--- src/rtl/gpio_pattern_seq_if.sv ---
// Control/status bundle between the register-file wrapper (master) and the pattern sequencer (slave).
// pause is present only when GPIO_PATTERN_SEQ_PAUSE_EN is defined.
interface gpio_pattern_seq_if #(
  parameter int NUM_CH  = 34,
  parameter int PRESC_W = 14
);
  localparam int SW = $clog2(2 * NUM_CH);

  logic               en;
  logic               start;
  logic [PRESC_W-1:0] prescaler;
  logic [1:0]         mode;
  logic               oneshot;
`ifdef GPIO_PATTERN_SEQ_PAUSE_EN
  logic               pause;
`endif
  logic [NUM_CH-1:0]  pattern;
  logic               busy;
  logic               done;
  logic [SW-1:0]      step;

  modport master (
`ifdef GPIO_PATTERN_SEQ_PAUSE_EN
    output pause,
`endif
    output en, start, prescaler, mode, oneshot,
    input  pattern, busy, done, step
  );

  modport slave (
`ifdef GPIO_PATTERN_SEQ_PAUSE_EN
    input  pause,
`endif
    input  en, start, prescaler, mode, oneshot,
    output pattern, busy, done, step
  );
endinterface

--- src/rtl/gpio_pattern_seq.sv ---
// gpio_pattern_seq: NUM_CH-channel walking/ping-pong/binary pattern sequencer; pause input exists with GPIO_PATTERN_SEQ_PAUSE_EN.
// Latency: first step P*TICKS_PER_UNIT cycles after go is sampled; no backpressure, en/start deassert aborts to IDLE next edge.
module gpio_pattern_seq #(
  parameter int NUM_CH         = 34,
  parameter int PRESC_W        = 14,
  parameter int TICKS_PER_UNIT = 10000
) (
  input  logic              clk_i,
  input  logic              rst_i,
  gpio_pattern_seq_if.slave bus
);

  localparam int SW    = $clog2(2 * NUM_CH);
  localparam int TW    = (TICKS_PER_UNIT > 1) ? $clog2(TICKS_PER_UNIT) : 1;
  localparam int BIN_W = (NUM_CH < 16) ? NUM_CH : 16;

  localparam logic [16:0] BIN_MOD   = 17'(1) << BIN_W;
  localparam logic [15:0] LEN_SHIFT = 16'(NUM_CH);
  localparam logic [15:0] LEN_PP    = 16'(2 * NUM_CH - 1);
  localparam logic [15:0] LEN_BIN   = 16'(BIN_MOD - 17'd1);
  localparam logic [TW-1:0] TICK_LAST = TW'(TICKS_PER_UNIT - 1);

  typedef enum logic [1:0] {
    ST_IDLE = 2'd0,
    ST_RUN  = 2'd1,
    ST_DONE = 2'd2
  } state_t;

  state_t             state;
  logic [TW-1:0]      tick_cnt;
  logic [PRESC_W-1:0] unit_cnt;
  logic [PRESC_W-1:0] presc_q;
  logic [1:0]         mode_q;
  logic [15:0]        step_q;
  logic [NUM_CH-1:0]  pattern_q;
  logic               busy_q;
  logic               done_q;

  logic run_ok;
  logic go;
  logic hold;
  logic tick_last;
  logic unit_last;
  logic seq_end;

  function automatic logic [15:0] seq_len(input logic [1:0] m);
    case (m)
      2'b00, 2'b01: seq_len = LEN_SHIFT;
      2'b10:        seq_len = LEN_PP;
      default:      seq_len = LEN_BIN;
    endcase
  endfunction

  // k is 1-based; ping-pong reflects back down after reaching the top channel
  function automatic logic [NUM_CH-1:0] pat_of(input logic [1:0] m, input logic [15:0] k);
    logic [NUM_CH-1:0] one;
    logic [63:0]       kx;
    one = NUM_CH'(1);
    kx  = 64'(k);
    case (m)
      2'b00:   pat_of = one << (k - 16'd1);
      2'b01:   pat_of = one << (LEN_SHIFT - k);
      2'b10:   pat_of = (k <= LEN_SHIFT) ? (one << (k - 16'd1)) : (one << (LEN_PP - k));
      default: pat_of = kx[NUM_CH-1:0];
    endcase
  endfunction

  assign run_ok    = bus.en & bus.start;
  assign go        = run_ok & (bus.prescaler != '0);
  assign tick_last = (tick_cnt == TICK_LAST);
  assign unit_last = (unit_cnt == presc_q - PRESC_W'(1));
  assign seq_end   = (step_q == seq_len(mode_q));
`ifdef GPIO_PATTERN_SEQ_PAUSE_EN
  assign hold      = bus.pause;
`else
  assign hold      = 1'b0;
`endif

  always_ff @(posedge clk_i) begin
    if (rst_i) begin
      state     <= ST_IDLE;
      tick_cnt  <= '0;
      unit_cnt  <= '0;
      presc_q   <= '0;
      mode_q    <= '0;
      step_q    <= '0;
      pattern_q <= '0;
      busy_q    <= 1'b0;
      done_q    <= 1'b0;
    end else begin
      done_q <= 1'b0;
      case (state)
        ST_IDLE: begin
          pattern_q <= '0;
          if (go) begin
            presc_q  <= bus.prescaler;
            mode_q   <= bus.mode;
            tick_cnt <= '0;
            unit_cnt <= '0;
            step_q   <= '0;
            busy_q   <= 1'b1;
            state    <= ST_RUN;
          end
        end
        ST_RUN: begin
          if (!run_ok) begin
            state     <= ST_IDLE;
            pattern_q <= '0;
            tick_cnt  <= '0;
            unit_cnt  <= '0;
            step_q    <= '0;
            busy_q    <= 1'b0;
          end else if (!hold) begin
            if (!tick_last) begin
              tick_cnt <= tick_cnt + TW'(1);
            end else begin
              tick_cnt <= '0;
              if (!unit_last) begin
                unit_cnt <= unit_cnt + PRESC_W'(1);
              end else begin
                unit_cnt <= '0;
                if (seq_end) begin
                  pattern_q <= '0;
                  done_q    <= 1'b1;
                  step_q    <= '0;
                  if (bus.oneshot) begin
                    state  <= ST_DONE;
                    busy_q <= 1'b0;
                  end else if (bus.prescaler == '0) begin
                    state  <= ST_IDLE;
                    busy_q <= 1'b0;
                  end else begin
                    presc_q <= bus.prescaler;
                    mode_q  <= bus.mode;
                  end
                end else begin
                  step_q    <= step_q + 16'd1;
                  pattern_q <= pat_of(mode_q, step_q + 16'd1);
                end
              end
            end
          end
        end
        ST_DONE: begin
          pattern_q <= '0;
          if (!run_ok) state <= ST_IDLE;
        end
        default: begin
          state  <= ST_IDLE;
          busy_q <= 1'b0;
        end
      endcase
    end
  end

  assign bus.pattern = pattern_q;
  assign bus.busy    = busy_q;
  assign bus.done    = done_q;
  assign bus.step    = step_q[SW-1:0];

endmodule

--- src/flat_wrapper.sv ---
// flat-port wrapper written by rule: the top's interface ports become plain ports
module gpio_pattern_seq_flat 
#(
  parameter int NUM_CH         = 34,
  parameter int PRESC_W        = 14,
  parameter int TICKS_PER_UNIT = 10000
)
  (clk_i, rst_i, bus_en, bus_start, bus_prescaler, bus_mode, bus_oneshot, bus_pattern, bus_busy, bus_done, bus_step);
  gpio_pattern_seq_if #(.NUM_CH(NUM_CH), .PRESC_W(PRESC_W)) bus_i ();
  input  logic clk_i;
  input  logic rst_i;
  input wire logic [$bits(bus_i.en)-1:0] bus_en;
  input wire logic [$bits(bus_i.start)-1:0] bus_start;
  input wire logic [$bits(bus_i.prescaler)-1:0] bus_prescaler;
  input wire logic [$bits(bus_i.mode)-1:0] bus_mode;
  input wire logic [$bits(bus_i.oneshot)-1:0] bus_oneshot;
  output wire logic [$bits(bus_i.pattern)-1:0] bus_pattern;
  output wire logic [$bits(bus_i.busy)-1:0] bus_busy;
  output wire logic [$bits(bus_i.done)-1:0] bus_done;
  output wire logic [$bits(bus_i.step)-1:0] bus_step;
  assign bus_i.en = bus_en;
  assign bus_i.start = bus_start;
  assign bus_i.prescaler = bus_prescaler;
  assign bus_i.mode = bus_mode;
  assign bus_i.oneshot = bus_oneshot;
  assign bus_pattern = bus_i.pattern;
  assign bus_busy = bus_i.busy;
  assign bus_done = bus_i.done;
  assign bus_step = bus_i.step;
  gpio_pattern_seq #(.NUM_CH(NUM_CH), .PRESC_W(PRESC_W), .TICKS_PER_UNIT(TICKS_PER_UNIT)) u_core (.clk_i(clk_i), .rst_i(rst_i), .bus(bus_i));
endmodule
--- config.mk ---
export PLATFORM = sky130hd
export DESIGN_NAME = gpio_pattern_seq_flat
export DESIGN_NICKNAME = d
export VERILOG_FILES = /design/src/rtl/gpio_pattern_seq_if.sv /design/src/rtl/gpio_pattern_seq.sv /design/src/flat_wrapper.sv
export SDC_FILE = /design/constraint.sdc
export NUM_CORES = 1
export LEC_CHECK = 0
export ABC_CLOCK_PERIOD_IN_PS = 4100
export CORE_AREA = 4 4 128 130
export CTS_CLUSTER_SIZE = 30
export DETAILED_ROUTE_END_ITERATION = 6
export DIE_AREA = 0 0 132 134
export PLACE_DENSITY = 0.78
export SLEW_MARGIN = 30
export SYNTH_ARGS = -nofsm -noshare
export SYNTH_HDL_FRONTEND = slang
export SYNTH_SLANG_ARGS = --single-unit
--- constraint.sdc ---
create_clock -name clk_i -period 4.1 [get_ports clk_i]
set_clock_uncertainty 0.05 [all_clocks]
set_input_delay 1.025 -clock clk_i [delete_from_list [all_inputs] [get_ports clk_i]]
set_output_delay 1.025 -clock clk_i [all_outputs]
set_load 0.01 [all_outputs]
==> flow_metrics.py <==
metrics = {
    "floorplan": {
        "fp.dieH_um": 134,
        "die_w_um": 132,
        "core_area_mm2": 0.0151,
        "die-area_mm2": 0.0177,
        "io_pins": 64,
        "rows": 45,
        "initial_core_util": 0.496,
    },
    "setup_path": {
        "path_max_fanout": 11,
        "crit_path_start_kind": "flop",
        "path_common_cell": "or4_4",
        "critical_path_required_ns": 4.35,
        "endpoint_kind": "flop",
        "critPathMaxStageDelay_ns": 0.58,
        "worst-path-buf-inv": 1,
        "crit_chain": "ha_1, nand3_2, buf_4, o21ai_2, nand4_1, or4_4, o31a_1, nor4_4, nand3_4, or4_4, o2bb2a_4, nand2_2",
        "worstPathArrival_ns": 4.24,
        "crit_type": "flop to flop",
        "cpMaxStageDelayCell": "or4_4",
        "path_delay_family": "simple AND/OR/NAND/NOR gates",
    },
    "cts": {
        "clk_latency_ns": 0.37,
        "postCtsHoldBufs": 0,
        "cts-root-buf": "clkbuf_16",
        "clk_pin_slew_worst_paths_ns": 0.07,
        "cts_tree": "built",
        "clock_sinks": 98,
        "cts_buffer_depth": 2,
        "cts_made_buffers": 9,
        "h-tree-depth": 3,
    },
    "global_route": {
        "gr-total-overflow": 0,
        "grt_usage": 0.274,
        "grt_pass1_wl_um": 39300,
        "grt_max_degree": 31,
        "grt_pass1_vias": 7322,
        "antenna_found_initial": 0,
    },
    "timing": {
        "hold_viol_final": 0,
        "period_needed_ns": 3.98,
        "drv_slew": 0,
        "setup_tns_ns": 0,
        "clock.fmax_mhz": 251,
        "worst_pin_slew_ns": 1.01,
        "max_slew_margin": 0.324,
        "rsz0062_at_grt": "yes",
        "setup_viol": 0,
        "setup_ws_ns": 0.117,
        "fin_crit_sh": 0.971,
        "whs_ns": 0.410,
    },
    "finish": {
        "diodes": 0,
        "design_area_mm2": 0.00888,
        "num-fill-cells": 1360,
        "syn_to_final_growth_pct": 18.3,
        "layout-drive-gt1-share": 0.124,
        "nNetsFinal": 1073,
    },
    "synth": {
        "synthCells": 971,
        "synthFlopType": "dfxtp_1",
        "yosysTopAreaCellShare": 0.261,
        "yosysWarnings": 0,
        "yosys.area.top_type": "dfxtp_1",
        "synth-edff-count": 0,
        "synth_seq_area_share": 0.261,
        "ys_ff_latch": 98,
        "synth_area_mm2": 0.00751,
        "syn-num-nets": 1001,
        "postSynthAreaPerCell_um2": 7.73,
        "yosysUniqueCellTypes": 91,
        "synthArstFlopShare": 0,
        "synthTopCellsByArea": "dfxtp_1, nor2_1, xnor2_1, nand2_1, nand4_1",
    },
    "routing": {
        "wl_um": 25200,
        "ant_nets": 0,
        "drtPass1Iterations": 6,
        "drc_errors": 0,
        "viasPerCell": 6.61,
        "initialDrtViolationCount": 923,
        "num_vias": 8170,
        "wl_per_cell_um": 20.4,
    },
    "place": {
        "placed_area_mm2": 0.00850,
        "dpl.hpwl_um": 19100,
        "io_buffers": 63,
        "routabilityCongestion": 1.01,
        "pre_cts_ws_ns": 0.0384,
    },
    "power_and_ir_drop": {
        "powerDensity_mw_per_mm2": 242,
        "power.leakage_uw": 0.00321,
        "irDropWorstVdd_mv": 0.188,
    },
    "run": {
        "maxCapViolations": 0,
    },
    "hold_path": {
        "hp-class": "flop to flop",
    },
    "run_status": {
        "outcome": "complete, no violations",
    },
}
## cell families (layout without fill, tap and decap cells)
family,count (synthesis),in the layout,synth area share
DFF,98,98,0.261
AOI/OAI and AO/OA,226,226,0.219
buffers and inverters,78,155,0.0505
xor gates and xnor gates,68,68,0.0848
and+or+nand+nor,469,469,0.338
muxes,23,23,0.0310
adders and majority gates,9,9,0.0150
## synth_stat cells (21+ instances only)
library cell and number:
dfxtp_1 98, a21oi_1 41, nor3_1 40, nand3_1 40
nor4_1 28, mux2i_1 21, o21ai_0 43, inv_1 21
clkbuf_1 26, xor2_1 21, nand4_1 39, nor2_1 104
xnor2_1 43, nand2_1 92
## per-stage QoR
stage	utilization	std cells	total power, uW
final	0.586	1236	2150
after floorplan	-	971	1130
after global routing	0.586	1236	2210
after CTS	0.584	1235	2150
after global placement	0.561	1219	1190
after detailed placement	0.561	1219	1190
## power breakdown
part	leakage [uW]	internal [uW]	switching [uW]	total (uW)
clock network	0.000167	572	398	970
logic	0.00225	83.8	116	200
registers	0.000792	961	15.9	977
## layout make-up
type	count	area [um2]	share of cell area
clock inverter	5	82.6	0.00930
sequential	98	1960	0.221
multi-input combinational	795	5230	0.589
timing repair buffer	116	1030	0.116
tap	188	235	0.0265
inverter	23	86.3	0.00972
clock buffer	11	253	0.0285
## timing repair
item	4_1_cts	5_1_grt
resized for setup	0	9
endpoints found under the setup margin	0	25
buffers inserted	0	1
## flip-flops by register name (all words and copies together) (netlist names)
name and flops:
u_core.bus.pattern 34, u_core.step_q 16, u_core.presc_q 14, u_core.tick_cnt 14, u_core.unit_cnt 14, u_core.mode_q 2
u_core.state 2, u_core.bus.busy 1, u_core.bus.done 1
## layer usage
layer	routed length (um)	vias up	share of wire	track usage
met5	0	-	0	0
met4	957	0	0.038	0.106
met3	2440	93	0.097	0.0600
met2	11400	447	0.45	0.444
met1	10400	3828	0.41	0.356
li1	-	3802	-	-
## final timing paths
path,start,to,slack (ns),cells after the start
worst max-delay path,u_core.step_q[1],u_core.bus.pattern[33],0.12,12
worst min-delay path,u_core.bus.pattern[15],u_core.bus.pattern[15],0.41,2
worst max register to register,u_core.step_q[1],u_core.bus.pattern[33],0.12,12
worst min register to register,u_core.bus.pattern[15],u_core.bus.pattern[15],0.41,2
## cell usage in the layout, fill, tap and decap left out, types with 7 or more instances in the layout
cell | netlist | final
a211oi_1 | 7 | 7
a21oi_1 | 41 | 41
a221oi_1 | 13 | 13
a22o_1 | 11 | 11
a31oi_1 | 14 | 14
a32oi_1 | 9 | 9
and2_1 | 15 | 14
and3_1 | 20 | 20
buf_4 | 11 | 53
clkbuf_16 | 0 | 9
clkdlybuf4s50_1 | 0 | 63
dfxtp_1 | 98 | 97
ha_1 | 9 | 8
inv_1 | 21 | 21
mux2i_1 | 21 | 21
nand2_1 | 92 | 92
nand2b_1 | 9 | 9
nand3_1 | 40 | 40
nand4_1 | 39 | 39
nor2_1 | 104 | 103
nor3_1 | 40 | 39
nor4_1 | 28 | 25
nor4_2 | 4 | 7
o21ai_0 | 43 | 43
or2_2 | 7 | 8
or3_1 | 19 | 19
or4_1 | 9 | 9
xnor2_1 | 43 | 42
xor2_1 | 21 | 21
## tightest hold or removal path, cell delays in order (launching register included)
cell     delay, ns
dfxtp_1       0.32
nand2_1       0.05
o31ai_1       0.05
Power figures use the tool's default switching activity.
